## src/rtl/regfile_mp_if.sv

```systemverilog
// Bundles the read/write/clear signals between the pipeline and regfile_mp.
// The master drives addresses, write data and clear requests; the slave is the register file.
interface regfile_mp_if #(
  parameter int XLEN   = 64,
  parameter int DEPTH  = 32,
  parameter int NUM_RD = 2
);
  localparam int AW = (DEPTH > 1) ? $clog2(DEPTH) : 1;

  logic                     clear_req;
  logic                     busy;
  logic                     we;
  logic [AW-1:0]            waddr;
  logic [XLEN-1:0]          wdata;
  logic                     wr_ignored;
  logic [NUM_RD*AW-1:0]     raddr;
  logic [NUM_RD*XLEN-1:0]   rdata;

  modport master (
    output clear_req, we, waddr, wdata, raddr,
    input  busy, wr_ignored, rdata
  );

  modport slave (
    input  clear_req, we, waddr, wdata, raddr,
    output busy, wr_ignored, rdata
  );
endinterface

```

## src/rtl/regfile_mp.sv

```systemverilog
// Parametrised multi-read-port register file with registered reads, write bypass,
// optional hardwired zero register and a one-entry-per-cycle clear engine.
module regfile_mp #(
  parameter int XLEN     = 64,
  parameter int DEPTH    = 32,
  parameter int NUM_RD   = 2,
  parameter int ZERO_REG = 1,
  parameter int BYPASS   = 1
) (
  input logic         clk,
  input logic         reset,
  regfile_mp_if.slave bus
);
  localparam int AW = (DEPTH > 1) ? $clog2(DEPTH) : 1;
  localparam logic [AW:0]   DEPTH_W = (AW+1)'(DEPTH);
  localparam logic [AW-1:0] LAST    = AW'(DEPTH - 1);

  typedef enum logic {S_CLEAR, S_IDLE} state_t;

  state_t                 state_q, state_d;
  logic [AW-1:0]          idx_q, idx_d;
  logic [XLEN-1:0]        mem [DEPTH];
  logic                   wr_ok;
  logic [XLEN-1:0]        rd_d [NUM_RD];
  logic [NUM_RD*XLEN-1:0] rdata_q;
  logic                   wr_ign_q;

  // Clear requests take priority over a write in the same cycle.
  always_comb begin
    wr_ok = 1'b0;
    if (state_q == S_IDLE && !bus.clear_req && bus.we &&
        ({1'b0, bus.waddr} < DEPTH_W))
      wr_ok = !(ZERO_REG != 0 && bus.waddr == '0);
  end

  always_comb begin
    state_d = state_q;
    idx_d   = idx_q;
    case (state_q)
      S_CLEAR: begin
        if (idx_q == LAST) begin
          state_d = S_IDLE;
          idx_d   = '0;
        end else begin
          idx_d = idx_q + AW'(1);
        end
      end
      S_IDLE: begin
        if (bus.clear_req) begin
          state_d = S_CLEAR;
          idx_d   = '0;
        end
      end
      default: begin
        state_d = S_CLEAR;
        idx_d   = '0;
      end
    endcase
  end

  always_comb begin
    for (int k = 0; k < NUM_RD; k++) begin
      rd_d[k] = '0;
      if (state_q == S_IDLE &&
          ({1'b0, bus.raddr[k*AW +: AW]} < DEPTH_W) &&
          !(ZERO_REG != 0 && bus.raddr[k*AW +: AW] == '0)) begin
        if (BYPASS != 0 && wr_ok && bus.waddr == bus.raddr[k*AW +: AW])
          rd_d[k] = bus.wdata;
        else
          rd_d[k] = mem[bus.raddr[k*AW +: AW]];
      end
    end
  end

  always_ff @(posedge clk or negedge reset) begin
    if (!reset) begin
      state_q  <= S_CLEAR;
      idx_q    <= '0;
      rdata_q  <= '0;
      wr_ign_q <= 1'b0;
    end else begin
      state_q  <= state_d;
      idx_q    <= idx_d;
      wr_ign_q <= bus.we && !wr_ok;
      for (int k = 0; k < NUM_RD; k++)
        rdata_q[k*XLEN +: XLEN] <= rd_d[k];
    end
  end

  // The array has no reset; the clear engine zeroes it after every reset.
  always_ff @(posedge clk) begin
    if (state_q == S_CLEAR)
      mem[idx_q] <= '0;
    else if (wr_ok)
      mem[bus.waddr] <= bus.wdata;
  end

  assign bus.busy       = (state_q == S_CLEAR);
  assign bus.wr_ignored = wr_ign_q;
  assign bus.rdata      = rdata_q;
endmodule

```

## src/flat_wrapper.sv

```systemverilog
// flat-port wrapper written by rule: the top's interface ports become plain ports
module regfile_mp_flat 
#(
  parameter int XLEN     = 64,
  parameter int DEPTH    = 32,
  parameter int NUM_RD   = 2,
  parameter int ZERO_REG = 1,
  parameter int BYPASS   = 1
)
  (clk, reset, bus_clear_req, bus_we, bus_waddr, bus_wdata, bus_raddr, bus_busy, bus_wr_ignored, bus_rdata);
  regfile_mp_if #(.XLEN(XLEN), .DEPTH(DEPTH), .NUM_RD(NUM_RD)) bus_i ();
  input logic clk;
  input logic reset;
  input wire logic [$bits(bus_i.clear_req)-1:0] bus_clear_req;
  input wire logic [$bits(bus_i.we)-1:0] bus_we;
  input wire logic [$bits(bus_i.waddr)-1:0] bus_waddr;
  input wire logic [$bits(bus_i.wdata)-1:0] bus_wdata;
  input wire logic [$bits(bus_i.raddr)-1:0] bus_raddr;
  output wire logic [$bits(bus_i.busy)-1:0] bus_busy;
  output wire logic [$bits(bus_i.wr_ignored)-1:0] bus_wr_ignored;
  output wire logic [$bits(bus_i.rdata)-1:0] bus_rdata;
  assign bus_i.clear_req = bus_clear_req;
  assign bus_i.we = bus_we;
  assign bus_i.waddr = bus_waddr;
  assign bus_i.wdata = bus_wdata;
  assign bus_i.raddr = bus_raddr;
  assign bus_busy = bus_i.busy;
  assign bus_wr_ignored = bus_i.wr_ignored;
  assign bus_rdata = bus_i.rdata;
  regfile_mp #(.XLEN(XLEN), .DEPTH(DEPTH), .NUM_RD(NUM_RD), .ZERO_REG(ZERO_REG), .BYPASS(BYPASS)) u_core (.clk(clk), .reset(reset), .bus(bus_i));
endmodule
```

## config.mk

```make
export PLATFORM = sky130hd
export DESIGN_NAME = regfile_mp_flat
export DESIGN_NICKNAME = d
export VERILOG_FILES = /design/src/rtl/regfile_mp_if.sv /design/src/rtl/regfile_mp.sv /design/src/flat_wrapper.sv
export SDC_FILE = /design/constraint.sdc
export NUM_CORES = 2
export LEC_CHECK = 0
export BUFFER_PORTS_ARGS = -buffer_cell sky130_fd_sc_hd__clkbuf_2
export CAP_MARGIN = 20
export CORE_MARGIN = 2
export CORE_UTILIZATION = 45
export CTS_BUF_LIST = sky130_fd_sc_hd__clkbuf_8
export DETAILED_ROUTE_END_ITERATION = 8
export PLACE_DENSITY = 0.69
export SLEW_MARGIN = 15
export SYNTH_ARGS = -nofsm -noshare
export SYNTH_HDL_FRONTEND = slang
export SYNTH_SLANG_ARGS = --single-unit
```

## constraint.sdc

```tcl
create_clock -name clk -period 7.8 [get_ports clk]
set_input_delay 1.95 -clock clk [delete_from_list [all_inputs] [get_ports clk]]
set_output_delay 1.95 -clock clk [all_outputs]
set_load 0.005 [all_outputs]
```

Yosys cells after proc, flatten, opt, wreduce, memory -nomap -nowiden
Memory sizes are Yosys's and may differ from the RTL's.
Cells that the tools add are included.
Operators by class
  $add $sub $neg: 1
  $mul: 0
  divide/modulo/power cells: 0
  $lt $le $gt $ge: 0
  eq/ne operators: 4
  shifts and indexed selects: 0
  muxes and demuxes: 18
  bitwise gates (word level): 1
  reductions and logical operators: 16
Operators with widths (count)
  2-to-1 mux 64 bit: 5
  OR reduction 64 bit: 1
  logical NOT 5 bit: 3
  2-to-1 mux 5 bit: 3
  equality test 5 bit: 2
  one-hot mux 5 bit (2 select lines): 1
  2-to-1 mux 1 bit: 8
  logical AND 1 bit: 7
  adder 5 x 1 -> 5 bit (second input constant): 1
  equality test 5 bit (second input constant): 1
  logical NOT 1 bit: 5
  != test 2 bit (second input constant): 1
  one-hot mux 1 bit (2 select lines): 1
  NOT 1 bit: 1
Storage, ports and cells
  register bits: 135
  latch bits: 0
  RAM bits: 2048
  memory bits (read-only): 0
  input port bits: 83
  output and inout bits: 130
  word-level logic and storage cells: 45
  memories kept: 1
Memories
  u_core.mem: depth 32, bits a word 64, rd ports 2, clocked after memory_dff 0, write ports 1, RTL line regfile_mp.sv:22  | logic [XLEN-1:0] mem [DEPTH];

Longest topological paths before layout
  depth in word-level cells: 9
  mapped depth: 10
  gate-level depth less buffers: 5

Worst setup path before layout
OpenSTA, ideal clock, no wires.
  path type: input -> register
  from: in bus_waddr[3]
  to: mem u_core.mem[11][0], enable pin
  setup time: 565 ps
  arrival: 7695 ps
  data required time: 7235 ps
  setup slack: -460 ps
  cell stages on the path: 8
  path buffers: 3
  cell sequence: buf_6 or4_4 o21ai_2 buf_6 a21oi_1 or2_0 buf_2 nor3_1
Between the ends
  longest elaborated chain between the ends: 8
  elaborated cells on any way between the ends: 9
  classes of those cells: mux (6); reduce/logical (3)
RTL lines
  from (decl): RTL line flat_wrapper.sv:16  | input wire logic [$bits(bus_i.waddr)-1:0] bus_waddr;
  logical NOT 5 bit: RTL line regfile_mp.sv:33  | wr_ok = !(ZERO_REG != 0 && bus.waddr == '0);
  logical NOT 1 bit: RTL line regfile_mp.sv:33
  2-to-1 mux 1 bit: RTL line regfile_mp.sv:31  | if (state_q == S_IDLE && !bus.clear_req && bus.we &&
  2-to-1 mux 1 bit: RTL line regfile_mp.sv:94  | else if (wr_ok)
  2-to-1 mux 1 bit: RTL line regfile_mp.sv:92  | if (state_q == S_CLEAR)
  2-to-1 mux 1 bit (implied by the code): RTL line regfile_mp.sv:95  | mem[bus.waddr] <= bus.wdata;
  OR reduction 64 bit (no source line)
  2-to-1 mux 5 bit (no source line) or 2-to-1 mux 1 bit (tied branches)
  to (decl): RTL line regfile_mp.sv:22
Several ways; a longest one is shown, not always the timed one.

Worst setup path in the final report
  from: in bus_waddr[1]
  to: mem u_core.mem[30][56], enable pin
Same word-level chain as after synthesis.

==> results.txt <==
Slowest cell on the critical path: nor2_4
Arrival time at the worst endpoint: 5.54 ns
Critical path required time: 8.53 ns
Post-DP Area: 0.105 mm^2
Simple-Gate Fraction of Synth Area: 1.71%
Drt initial violations: 8268
First drt pass iteration count: 8
Top Usage Layer GRT: met2
Slew Limit Fails: 0
Clk root buf: clkbuf_8
Ys Warns: 0
Cell with the most instances after synthesis: edfxtp_1
Fin nets: 5629
CP peak stage delay: 0.87 ns
Worst-path clk slew: 0.06 ns
Synth Area in Compound Gates: 6.86%
Fraction of layout cells with a size suffix above 1: 31.6%
Largest family of logic cells by synthesized area: multiplexers
Die Area: 0.226 mm^2
Status: finished, final reports clean
EDFF count, synth: 2048
HP Class: register to register
Drt via density: 6.74
Synth Area in Adders: 0.0250%
Syn Inst Count: 5237
Hold buffer count at cts: 0
FMAX: 0.208 GHz
Synth Cell Area: 0.100 mm^2
Horiz. Die Dim: 475 um
MaxCap Viol Count: 0
Ranking of synthesized cells by area: edfxtp_1, mux4_2, mux2i_1
Clock Power Share: 34.5%
List of most frequent post-synthesis cells: edfxtp_1, mux4_2, mux2i_1
Final Hold Fails: 0
Worst r2r dst: u_core.mem[26][44]
GRT Overall Usage: 25.7%
Reg2reg setup slack: 3.57 ns
Port-buffer cells: 212
Wirelength per Cell: 33.5 um
Core Util, Final: 50.3%
Clock Skew: 0.0708 ns
Post-synthesis net count: 5322
Crit-path cells: clkbuf_2 -> or4_4 -> o21ai_2 -> a22oi_1 -> or2_1 -> nor2_4 -> buf_4
# setup viols final: 0
Sw Ratio: 27.2%
Post-synth cell types: 57
R2r worst-path depth: 6
Area leader, netlist: edfxtp_1
Synthesis-stage register bit count: 2183
Syn_area_per_cell: 19.1 um^2
Leakage Power: 39.7 nW
Worst Tran Pin Value: 1.24 ns
Die height: 475 um
Setup Buffers After CTS: 0
Via Count: 59200
Maximum VDD drop: 0.189 mV
Reg power frac: 51.7%
Critical path class: primary input to register
Post-route ant nets: 0
Met3 usage: 5.41%
Worst hold path stage count: 1
CP bufs+invs: 2
Hold path start: u_core.idx_q[2]
Area delta synth->final: 11.5%
Initial antenna violation count: 8
Asr flop ratio synth: 6.18%
Clock sinks: 2183
Gpl congestion: 0.840
Total grt overflow: 0
Crit path launch type: primary input
Deepest clock path buffer count: 4
DRC viols: 0
Seq/Total Area, Yosys: 64.9%
Starting Density: 45.1%
Largest net degree at the start of global routing: 115
Htree depth: 5
Worst setup EP type: register
I/O pins: 213
Area share of the largest cell type after synthesis: 61.5%
Mux contribution to synthesized area: 24.0%
Filler cell count: 17800
Number of global-route vias before repair: 59800
RSZ-0062 raised after global routing: false
GRT met1 Usage: 34.6%
Tmin final: 4.81 ns
FP Rows: 173
Area of the multi-input gates: 0.0330 mm^2
HPWL after DPL: 163 mm
First-pass GRT wire length: 421 mm
Grt met2 use: 41.0%
XOR/XNOR share of the synthesized area: 0.105%
Pwr/cell area: 247 mW/mm^2
Routed WL: 294 mm
Relative slew margins: 17.1%
Power Internal: 0.0200 W
Worst path top cell family by delay: simple AND/OR/NAND/NOR gates
Main flop type after synthesis: edfxtp_1
Worst-Skew Late Latency: 1.09 ns
Num CTS Buffers: 360
Reg2Reg Launch Point: u_core.state_q
Post-route cell area: 0.112 mm^2
FF+latch area: 0.0649 mm^2
CTS tree: yes
Max FO, Critical Path: 22
CTS resizes: 0
Fin crit share: 61.7%
Hold Path End: u_core.idx_q[2]
NetSw: 0.00749 W
Comb power frac: 13.9%
Core area: 0.222 mm^2
==> per-stage QoR <==
| stage | setup slack [ns] | hold slack [ns] | total power, W | instances | TNS, ns |
|---|---|---|---|---|---|
| 6_report | 2.99 | 0.663 | 0.0275 | 8793 | 0 |
| 5_1_grt | 2.84 | 0.720 | 0.0283 | 8791 | 0 |
| 4_1_cts | 3.04 | 0.657 | 0.0276 | 8765 | 0 |
| 3_5_place_dp | 1.93 | 0.639 | 0.0182 | 8135 | 0 |
| 3_3_place_gp | 1.97 | 0.632 | 0.0181 | 8127 | 0 |
| 2_1_floorplan | -0.460 | 0.556 | 0.0166 | 5237 | -170.99 |
==> layout make-up <==
cell class | count | area share, %
clock inverters | 243 | 1.15
well taps | 2975 | 3.34
clock buffers | 387 | 4.78
repair buffers | 388 | 2.89
inverters | 5 | 0.0168
multi-input cells | 2606 | 29.6
flip-flops and latches | 2183 | 58.2
diodes | 6 | 0.0135
==> routing by layer <==
| metal | part of all wire (%) | wire (um) |
|---|---|---|
| met1 | 38 | 110000 |
| met2 | 48 | 141000 |
| met4 | 4.2 | 12300 |
| met5 | 0.0044 | 13 |
| met3 | 11 | 31000 |
==> power by group through the flow <==
| stage | clock network [W] | registers [W] | logic, W |
|---|---|---|---|
| floorplan | 0 | 0.0144 | 0.00220 |
| global placement | 0 | 0.0144 | 0.00373 |
| detailed placement | 0 | 0.0144 | 0.00377 |
| CTS | 0.00960 | 0.0142 | 0.00378 |
| global route | 0.0101 | 0.0143 | 0.00396 |
| finish | 0.00948 | 0.0142 | 0.00381 |
==> state kept, by name (all words and copies together), names as in the netlist <==
name                   flops
u_core.bus.rdata         128
u_core.bus.wr_ignored      1
u_core.idx_q               5
u_core.mem              2048
u_core.state_q             1
==> worst max path at each step <==
stage	from	endpoint	cells past startpoint
floorplan	bus_waddr[3]	u_core.mem[11][0]	8
finish	bus_waddr[1]	u_core.mem[30][56]	7
global route	bus_clear_req	u_core.mem[26][44]	7
CTS	bus_waddr[1]	u_core.mem[30][56]	7
detailed placement	bus_waddr[1]	u_core.mem[30][55]	7
global placement	bus_waddr[1]	u_core.mem[30][7]	7
==> cells in the final DEF, fill, tap and decap left out, types with 8 or more instances in the layout <==
cell type,instances
mux4_2,838
xnor2_1,9
clkinvlp_4,8
buf_8,34
a21oi_2,20
a31o_1,57
nand2_1,59
a221oi_1,103
a21oi_1,168
mux2i_1,441
inv_1,121
edfxtp_1,2048
nor2b_1,59
buf_12,42
a211oi_1,118
mux2_2,62
clkbuf_8,389
clkinv_1,67
clkinv_2,40
and2_2,24
and2_1,42
nand3_1,24
dfrtp_1,135
o2bb2ai_1,63
nor2_4,31
a22oi_1,279
a22o_1,12
buf_4,105
bufinv_16,11
a211o_1,58
nor2_1,64
clkbuf_2,202
==> kinds of logic after synthesis <==
family                     after synthesis
DFF                                   2183
and+or+nand+nor                        340
xor gates and xnor gates                12
adders and majority gates                2
buffers and inverters                  448
AOI/OAI and AO/OA                      911
muxes                                 1341
(Power assumes the default switching activity.)
